`src/rtl/axi_pkg.sv`:
```
// Shared AXI write-slave types: burst/response codes, FSM encoding, AW control payload.
package axi_pkg;

  localparam logic [1:0] BURST_FIXED = 2'b00;
  localparam logic [1:0] BURST_INCR  = 2'b01;
  localparam logic [1:0] BURST_WRAP  = 2'b10;

  localparam logic [1:0] RESP_OKAY   = 2'b00;
  localparam logic [1:0] RESP_SLVERR = 2'b10;

  typedef enum logic [1:0] {
    ST_IDLE = 2'd0,
    ST_DATA = 2'd1,
    ST_RESP = 2'd2
  } state_e;

  // Latched address-channel control fields (address kept separately, it is parametric)
  typedef struct packed {
    logic       id;
    logic [7:0] len;
    logic [2:0] size;
    logic [1:0] burst;
  } aw_ctrl_t;

  // True when a beat of 2^size bytes fits in a data bus of strb_w bytes
  function automatic logic size_ok(input logic [2:0] size, input int unsigned strb_w);
    return (32'(1) << size) <= strb_w;
  endfunction

endpackage

```
`src/rtl/axi_waddr_gen.sv`:
```
// Next beat address: FIXED holds, INCR advances by 2^size with natural wrap, others hold.
module axi_waddr_gen
  import axi_pkg::*;
#(
  parameter int unsigned ADDR_W = 32
) (
  input  logic [ADDR_W-1:0] addr,
  input  logic [2:0]        size,
  input  logic [1:0]        burst,
  output logic [ADDR_W-1:0] next_addr_c
);

  // Address step selection
  always_comb begin
    next_addr_c = addr;
    if (burst == BURST_INCR) begin
      next_addr_c = addr + (ADDR_W'(1) << size);
    end
  end

endmodule

```
`src/rtl/axi_write.sv`:
```
// AXI write slave front end: one burst at a time, beats forwarded to a simple core write port.
module axi_write
  import axi_pkg::*;
#(
  parameter int unsigned ADDR_W = 32,
  parameter int unsigned DATA_W = 32
) (
  input  logic                  ACLK,
  input  logic                  ARESET,
  input  logic                  AWID,
  input  logic [ADDR_W-1:0]     AWADDR,
  input  logic [7:0]            AWLEN,
  input  logic [2:0]            AWSIZE,
  input  logic [1:0]            AWBURST,
  input  logic                  AWVALID,
  output logic                  AWREADY,
  input  logic [DATA_W-1:0]     WDATA,
  input  logic [DATA_W/8-1:0]   WSTRB,
  input  logic                  WLAST,
  input  logic                  WVALID,
  output logic                  WREADY,
  output logic                  BID,
  output logic [1:0]            BRESP,
  output logic                  BVALID,
  input  logic                  BREADY,
  input  logic                  w_ready,
  output logic                  w_valid,
  output logic [ADDR_W-1:0]     w_addr,
  output logic [DATA_W-1:0]     w_data,
  output logic [DATA_W/8-1:0]   w_strb,
  output logic                  w_last
);

  localparam int unsigned STRB_W = DATA_W / 8;
  localparam int unsigned CNT_W  = 9;

  state_e            state_q, state_d;
  logic              awready_q, awready_d;
  logic              bvalid_q, bvalid_d;
  logic              bid_q, bid_d;
  logic [1:0]        bresp_q, bresp_d;
  aw_ctrl_t          ctrl_q, ctrl_d;
  logic [ADDR_W-1:0] addr_q, addr_d;
  logic [CNT_W-1:0]  cnt_q, cnt_d;
  logic              err_q, err_d;

  logic              in_data_c;
  logic              beat_acc_c;
  logic              last_beat_c;
  logic              suppress_c;
  logic              wlast_bad_c;
  logic [ADDR_W-1:0] next_addr_c;

  axi_waddr_gen #(
    .ADDR_W (ADDR_W)
  ) u_waddr_gen (
    .addr        (addr_q),
    .size        (ctrl_q.size),
    .burst       (ctrl_q.burst),
    .next_addr_c (next_addr_c)
  );

  // Beat acceptance and core write-port decode
  always_comb begin
    in_data_c   = (state_q == ST_DATA);
    beat_acc_c  = in_data_c && WVALID && w_ready;
    last_beat_c = (cnt_q == {1'b0, ctrl_q.len});
    suppress_c  = ctrl_q.burst[1] || !size_ok(ctrl_q.size, STRB_W);
    wlast_bad_c = (WLAST != last_beat_c);
  end

  assign AWREADY = awready_q;
  assign WREADY  = in_data_c && w_ready;
  assign BVALID  = bvalid_q;
  assign BID     = bid_q;
  assign BRESP   = bresp_q;
  assign w_valid = beat_acc_c && !suppress_c;
  assign w_addr  = addr_q;
  assign w_data  = WDATA;
  assign w_strb  = WSTRB;
  assign w_last  = beat_acc_c && last_beat_c;

  // Next-state and registered-output computation
  always_comb begin
    state_d   = state_q;
    awready_d = awready_q;
    bvalid_d  = bvalid_q;
    bid_d     = bid_q;
    bresp_d   = bresp_q;
    ctrl_d    = ctrl_q;
    addr_d    = addr_q;
    cnt_d     = cnt_q;
    err_d     = err_q;
    unique case (state_q)
      ST_IDLE: begin
        if (AWVALID && awready_q) begin
          ctrl_d.id    = AWID;
          ctrl_d.len   = AWLEN;
          ctrl_d.size  = AWSIZE;
          ctrl_d.burst = AWBURST;
          addr_d       = AWADDR;
          cnt_d        = '0;
          err_d        = 1'b0;
          awready_d    = 1'b0;
          state_d      = ST_DATA;
        end
      end
      ST_DATA: begin
        if (beat_acc_c) begin
          cnt_d  = cnt_q + CNT_W'(1);
          addr_d = next_addr_c;
          if (wlast_bad_c) begin
            err_d = 1'b1;
          end
          if (last_beat_c) begin
            state_d  = ST_RESP;
            bvalid_d = 1'b1;
            bid_d    = ctrl_q.id;
            bresp_d  = (err_q || wlast_bad_c || suppress_c) ? RESP_SLVERR : RESP_OKAY;
          end
        end
      end
      ST_RESP: begin
        if (bvalid_q && BREADY) begin
          bvalid_d  = 1'b0;
          err_d     = 1'b0;
          awready_d = 1'b1;
          state_d   = ST_IDLE;
        end
      end
      default: begin
        state_d   = ST_IDLE;
        awready_d = 1'b1;
        bvalid_d  = 1'b0;
      end
    endcase
  end

  // State and register update with synchronous reset
  always_ff @(posedge ACLK) begin
    if (ARESET) begin
      state_q   <= ST_IDLE;
      awready_q <= 1'b1;
      bvalid_q  <= 1'b0;
      bid_q     <= 1'b0;
      bresp_q   <= RESP_OKAY;
      ctrl_q    <= '0;
      addr_q    <= '0;
      cnt_q     <= '0;
      err_q     <= 1'b0;
    end else begin
      state_q   <= state_d;
      awready_q <= awready_d;
      bvalid_q  <= bvalid_d;
      bid_q     <= bid_d;
      bresp_q   <= bresp_d;
      ctrl_q    <= ctrl_d;
      addr_q    <= addr_d;
      cnt_q     <= cnt_d;
      err_q     <= err_d;
    end
  end

endmodule

```
`config.mk`:
```
export PLATFORM = sky130hd
export DESIGN_NAME = axi_write
export DESIGN_NICKNAME = d
export VERILOG_FILES = /design/src/rtl/axi_pkg.sv /design/src/rtl/axi_waddr_gen.sv /design/src/rtl/axi_write.sv
export SDC_FILE = /design/constraint.sdc
export NUM_CORES = 1
export LEC_CHECK = 0
export CELL_PAD_IN_SITES_DETAIL_PLACEMENT = 0
export CELL_PAD_IN_SITES_GLOBAL_PLACEMENT = 1
export CORE_ASPECT_RATIO = 0.7
export CORE_MARGIN = 1.5
export CORE_UTILIZATION = 31
export DETAILED_ROUTE_END_ITERATION = 8
export HOLD_SLACK_MARGIN = 0.02
export PLACE_DENSITY = 0.87
export RECOVER_POWER = 50
export SLEW_MARGIN = 20
export SYNTH_ARGS = -nofsm -noshare
export SYNTH_HDL_FRONTEND = slang
export SYNTH_HIERARCHICAL = 1
export SYNTH_SLANG_ARGS = --single-unit
```
`constraint.sdc`:
```
create_clock -name ACLK -period 3.3 [get_ports ACLK]
set_input_delay 0.825 -clock ACLK [delete_from_list [all_inputs] [get_ports ACLK]]
set_output_delay 0.825 -clock ACLK [all_outputs]
set_load 0.02 [all_outputs]
```
==> flow_results.org <==
** Synth
- Library cell with the largest summed area after synthesis :: dfxtp_1
- The synthesized design contains 0 enable-type register cells.
- Mapped Nets :: ~580
- In the post-synthesis netlist, the cell with the most instances is dfxtp_1.
- The synthesized design contains 62 register bits.
- Cells taking the most area after synthesis :: dfxtp_1, mux2i_1, buf_4
- Post-Synthesis Cells :: 484
- The number of different library cells used by synthesis comes to between 50 and 60.
- Main flop type after synthesis :: dfxtp_1
- Sorting the synthesized cells by how often they occur yields dfxtp_1, nand2_1, nor2_1.
- Summing every instance area after synthesis gives 0.004081 sq mm.
- Warnings from Yosys :: 6
- Fraction of synthesized cell area taken by the top area cell type :: 30.41%
- Per-instance average area after synthesis :: 8.433 sq um
- FFs w/ async S/R, synth :: 0%
- Summing the sequential cell areas from Yosys gives between 30% and 40% of the chip area.

** Timing
- The worst path uses 96.79% of the clock period.
- For the pin with the worst max-slew slack, the measured transition is 1.376 ns.
- Clock Skews :: ~0.0081 ns
- Headroom to the max-slew limit came out at 8.237%.
- The total count of max-transition violations in the final report came to 0.
- Once routing completed, OpenROAD measured the worst setup slack at around 0.11 ns.
- The final count of hold timing violations came to 0.
- RSZ-0062 raised after global routing :: no
- Setup total negative slack on the finished layout was measured at 0 ns.
- Final period demand of the worst path :: 3.194 ns
- Static timing analysis puts the maximum clock frequency at 313.1 MHz.
- Setup violations remaining at the end of the flow were counted as 0.

** Routing
- Final routed wire length divided by cell count :: 15.85 um
- The routed design uses 4581 um of met2 wire.
- Detailed router's first-iteration violation count :: 180
- Vias after detailed routing :: around 3.6k
- Routed length on met1 :: 5576 um
- Highest metal layer with signal wires :: met4
- Number of iterations in the first detailed-routing pass :: 4
- Sum of routed wire length over all layers :: between 10000 and 15000 um
- Using the TritonRoute via totals, the vias-per-cell ratio works out to around 5.2.
- Number of nets with antenna violations after detailed routing :: 0
- DRC violation count after routing :: 0
- Summed over all nets, wire length on met3 after detailed routing comes to 603 um.

** Cells and area
- For this run, the post-layout net count is 627.
- Summing all non-filler instances in the final layout gives an area of 0.005080 sq mm.
- Multi-input gate area in the final layout :: ~0.0024 sq mm
- Area of all sequential standard cells :: 0.001241 sq mm
- After the flow finishes, the layout carries non-filler instances totaling 693.
- Growth of design area from synthesis to finish :: 24.46%
- Ratio of cells with drive above 1 in the final layout :: 5.650%
- 0 antenna diodes ended up in the layout.
- Filler Cell Count :: 1250

** Floorplan
- For this configuration, the core starts out at a cell density of ~32%.
- The die is 140.1 um wide.
- Vertical extent of the die :: 99 um
- The floorplan step defined a die boundary enclosing roughly 0.014 sq mm.
- After floorplanning, the core was sized to cover 0.01263 sq mm.
- Top Ports :: 165
- FP Rows :: 34

** Setup path
- Critical Path Fanout Max :: 3
- Worst R2R Setup Slack :: 0.35 ns
- Capturing point of the worst reg2reg path :: w_addr[25]
- Sequence of cells on the critical path :: clkdlybuf4s50_1, and4_1, buf_4, and2_1, clkdlybuf4s50_1
- Worst path required time :: around 2.5 ns
- Among the stages of the critical path, the cell type that occurs most often is clkdlybuf4s50_1.
- The startpoint identified for the worst register-to-register timing path is ctrl_q[2].
- STA classifies the critical path endpoint as an output pin.
- Critical path's largest stage delay :: 0.60 ns
- On the critical path, the stage with the largest delay is an instance of clkdlybuf4s50_1.
- Counting cells, the worst reg-to-reg path comes to 9.
- The critical path is of the primary input to output pin type.
- The worst setup path is launched from a primary input.
- Crit path arrival time :: around 2.4 ns

** Power and ir drop
- Int Pwr :: 1.676 mW
- Sequential cells burn a little under two fifths of the power.
- Power spent charging and discharging nets :: between 0.7 and 0.8 mW
- Net switching is a little under a third of the power.
- Share of total power in combinational logic :: 25.2%
- Per report_power, the clock group accounts for 36.7% of the total.
- Power consumption :: 2.412 mW
- Summed over all cells, the static leakage comes to 2.068 nW.
- Cell area power density :: 474.8 mW/mm^2
- The worst-case IR drop observed on VDD is 0.0002269 V.

** Min path
- The path with the worst hold slack has its endpoint at ctrl_q[13].
- Hold Path Class :: flip-flop to flip-flop
- Origin of the worst min-delay path :: ctrl_q[13]
- Hold Path Depth :: 2

** Place
- Once placement completed, the tool counted placed cells totaling between 600 and 700.
- Routability-driven placement finished with a final weighted congestion of 0.8249.
- Port-buffer cells :: 91
- Instance area after placement :: 0.004827 sq mm
- The wire-length estimate of the detail-placed layout is 7931 um.
- Setup slack at placement :: 0.08613 ns

** Clock tree
- Buffers inserted to repair hold after CTS numbered 0.
- Total CTS buffers :: 9
- Clock latency on the worst-skew pair, taken at its later pin, is 0.33 ns.
- In this run the deepest clock path goes through 2 buffers.
- Clock-pin slew was measured on the worst setup and hold paths at roughly 0.05 ns.
- Number of sinks on the clock net :: 62
- Cell at the root of the clock tree :: clkbuf_16
- CTS tree :: done
- CTS H-tree depth :: 3

** Global routing
- Via count of the first global-routing pass :: 3540
- Global-route wire length before repair :: 17780 um
- Largest net degree at the start of global routing :: 50
- Initial antenna violation count :: 0
- Global routing used 16.22% of the available tracks across all layers.
- Global route overflow :: 0

** Run
- Max-cap violations in this run came to 0.

** Run status
- The flow ran to the end, and the final reports show no timing, DRC or antenna violations.
==> critical path, delay by kind of cell <==
| kind | cells | cell delay [ns] |
|---|---|---|
| and+or+nand+nor | 2 | 0.33 |
| buffers and inverters | 3 | 1.21 |
==> kinds of logic after synthesis <==
logic type      synth area share [%]
compound gates                 15.76
xor+xnor                       8.584
fa+ha+maj                      3.250
buf+inv                        10.61
flops                          30.41
mux                            8.339
other cells                  0.09188
simple gates                   22.96
==> cell usage in the layout (no fill, tap or decap), types with 4 or more instances in the layout <==
master and n:
clkbuf_16 9, nand3b_1 5, dfxtp_1 62, nand3_1 10, nor2_1 49, nand4_1 9
nor3b_1 6, mux2i_1 34, inv_1 4, nand2_1 51, o211ai_1 8, and4_1 6
a21o_1 4, a21oi_1 27, and3_1 8, a211oi_1 36, buf_4 4, clkdlybuf4s50_1 83
xnor2_1 26, xor2_1 14, o21ai_0 8, ha_1 9, clkbuf_1 4, dlygate4sd3_1 6
==> layer usage <==
layer	global-route usage, %	vias to the layer above
li1	-	1776
met1	21.82	1706
met2	24.75	111
met3	4.373	23
met4	6.316	0
met5	0	-
==> stage by stage <==
stage,util [%],hold WS (ns)
after global routing,40.21,0.4710
final,40.21,0.4543
after floorplan,-,0.4357
after CTS,40.38,0.4589
after global placement,38.21,0.4498
after detailed placement,38.21,0.4519
==> repair_timing <==
item | in CTS | in global routing
endpoints found under the setup margin | 0 | 3
resized for setup | 0 | 1
buffers inserted | 0 | 0
==> state kept, by name, indices dropped and copies added, names as in the netlist <==
name,cells
err_q,1
BRESP,1
BID,1
ctrl_q,14
BVALID,1
state_q,2
w_addr,32
AWREADY,1
cnt_q,9
==> how the worst max path moves through the flow <==
stage / slack (ns) / startpoint / end
floorplan: 0.80 / ctrl_q[2] / w_addr[21]
global placement: 0.09 / WVALID / w_last
detailed placement: 0.09 / WVALID / w_last
CTS: 0.08 / WVALID / w_last
global route: 0.04 / ctrl_q[2] / w_addr[23]
finish: 0.11 / WVALID / w_valid
==> power groups by stage <==
stage	Sequential, mW	Combinational, mW	Clock, mW
after floorplan	0.967	0.390	0
final	0.917	0.609	0.886
after detailed placement	0.931	0.616	0
after global placement	0.928	0.602	0
after global routing	0.931	0.665	0.942
after CTS	0.916	0.619	0.910
==> cell type report <==
| type | count | area share (%) |
|---|---|---|
| clock inverter | 1 | 0.09852 |
| timing repair buffer | 98 | 18.69 |
| sequential | 62 | 24.43 |
| multi-input combinational | 353 | 47.17 |
| inverter | 4 | 0.2956 |
| tap | 162 | 3.990 |
| clock buffer | 13 | 5.320 |
Note: power is estimated with default switching activity, not from simulation.
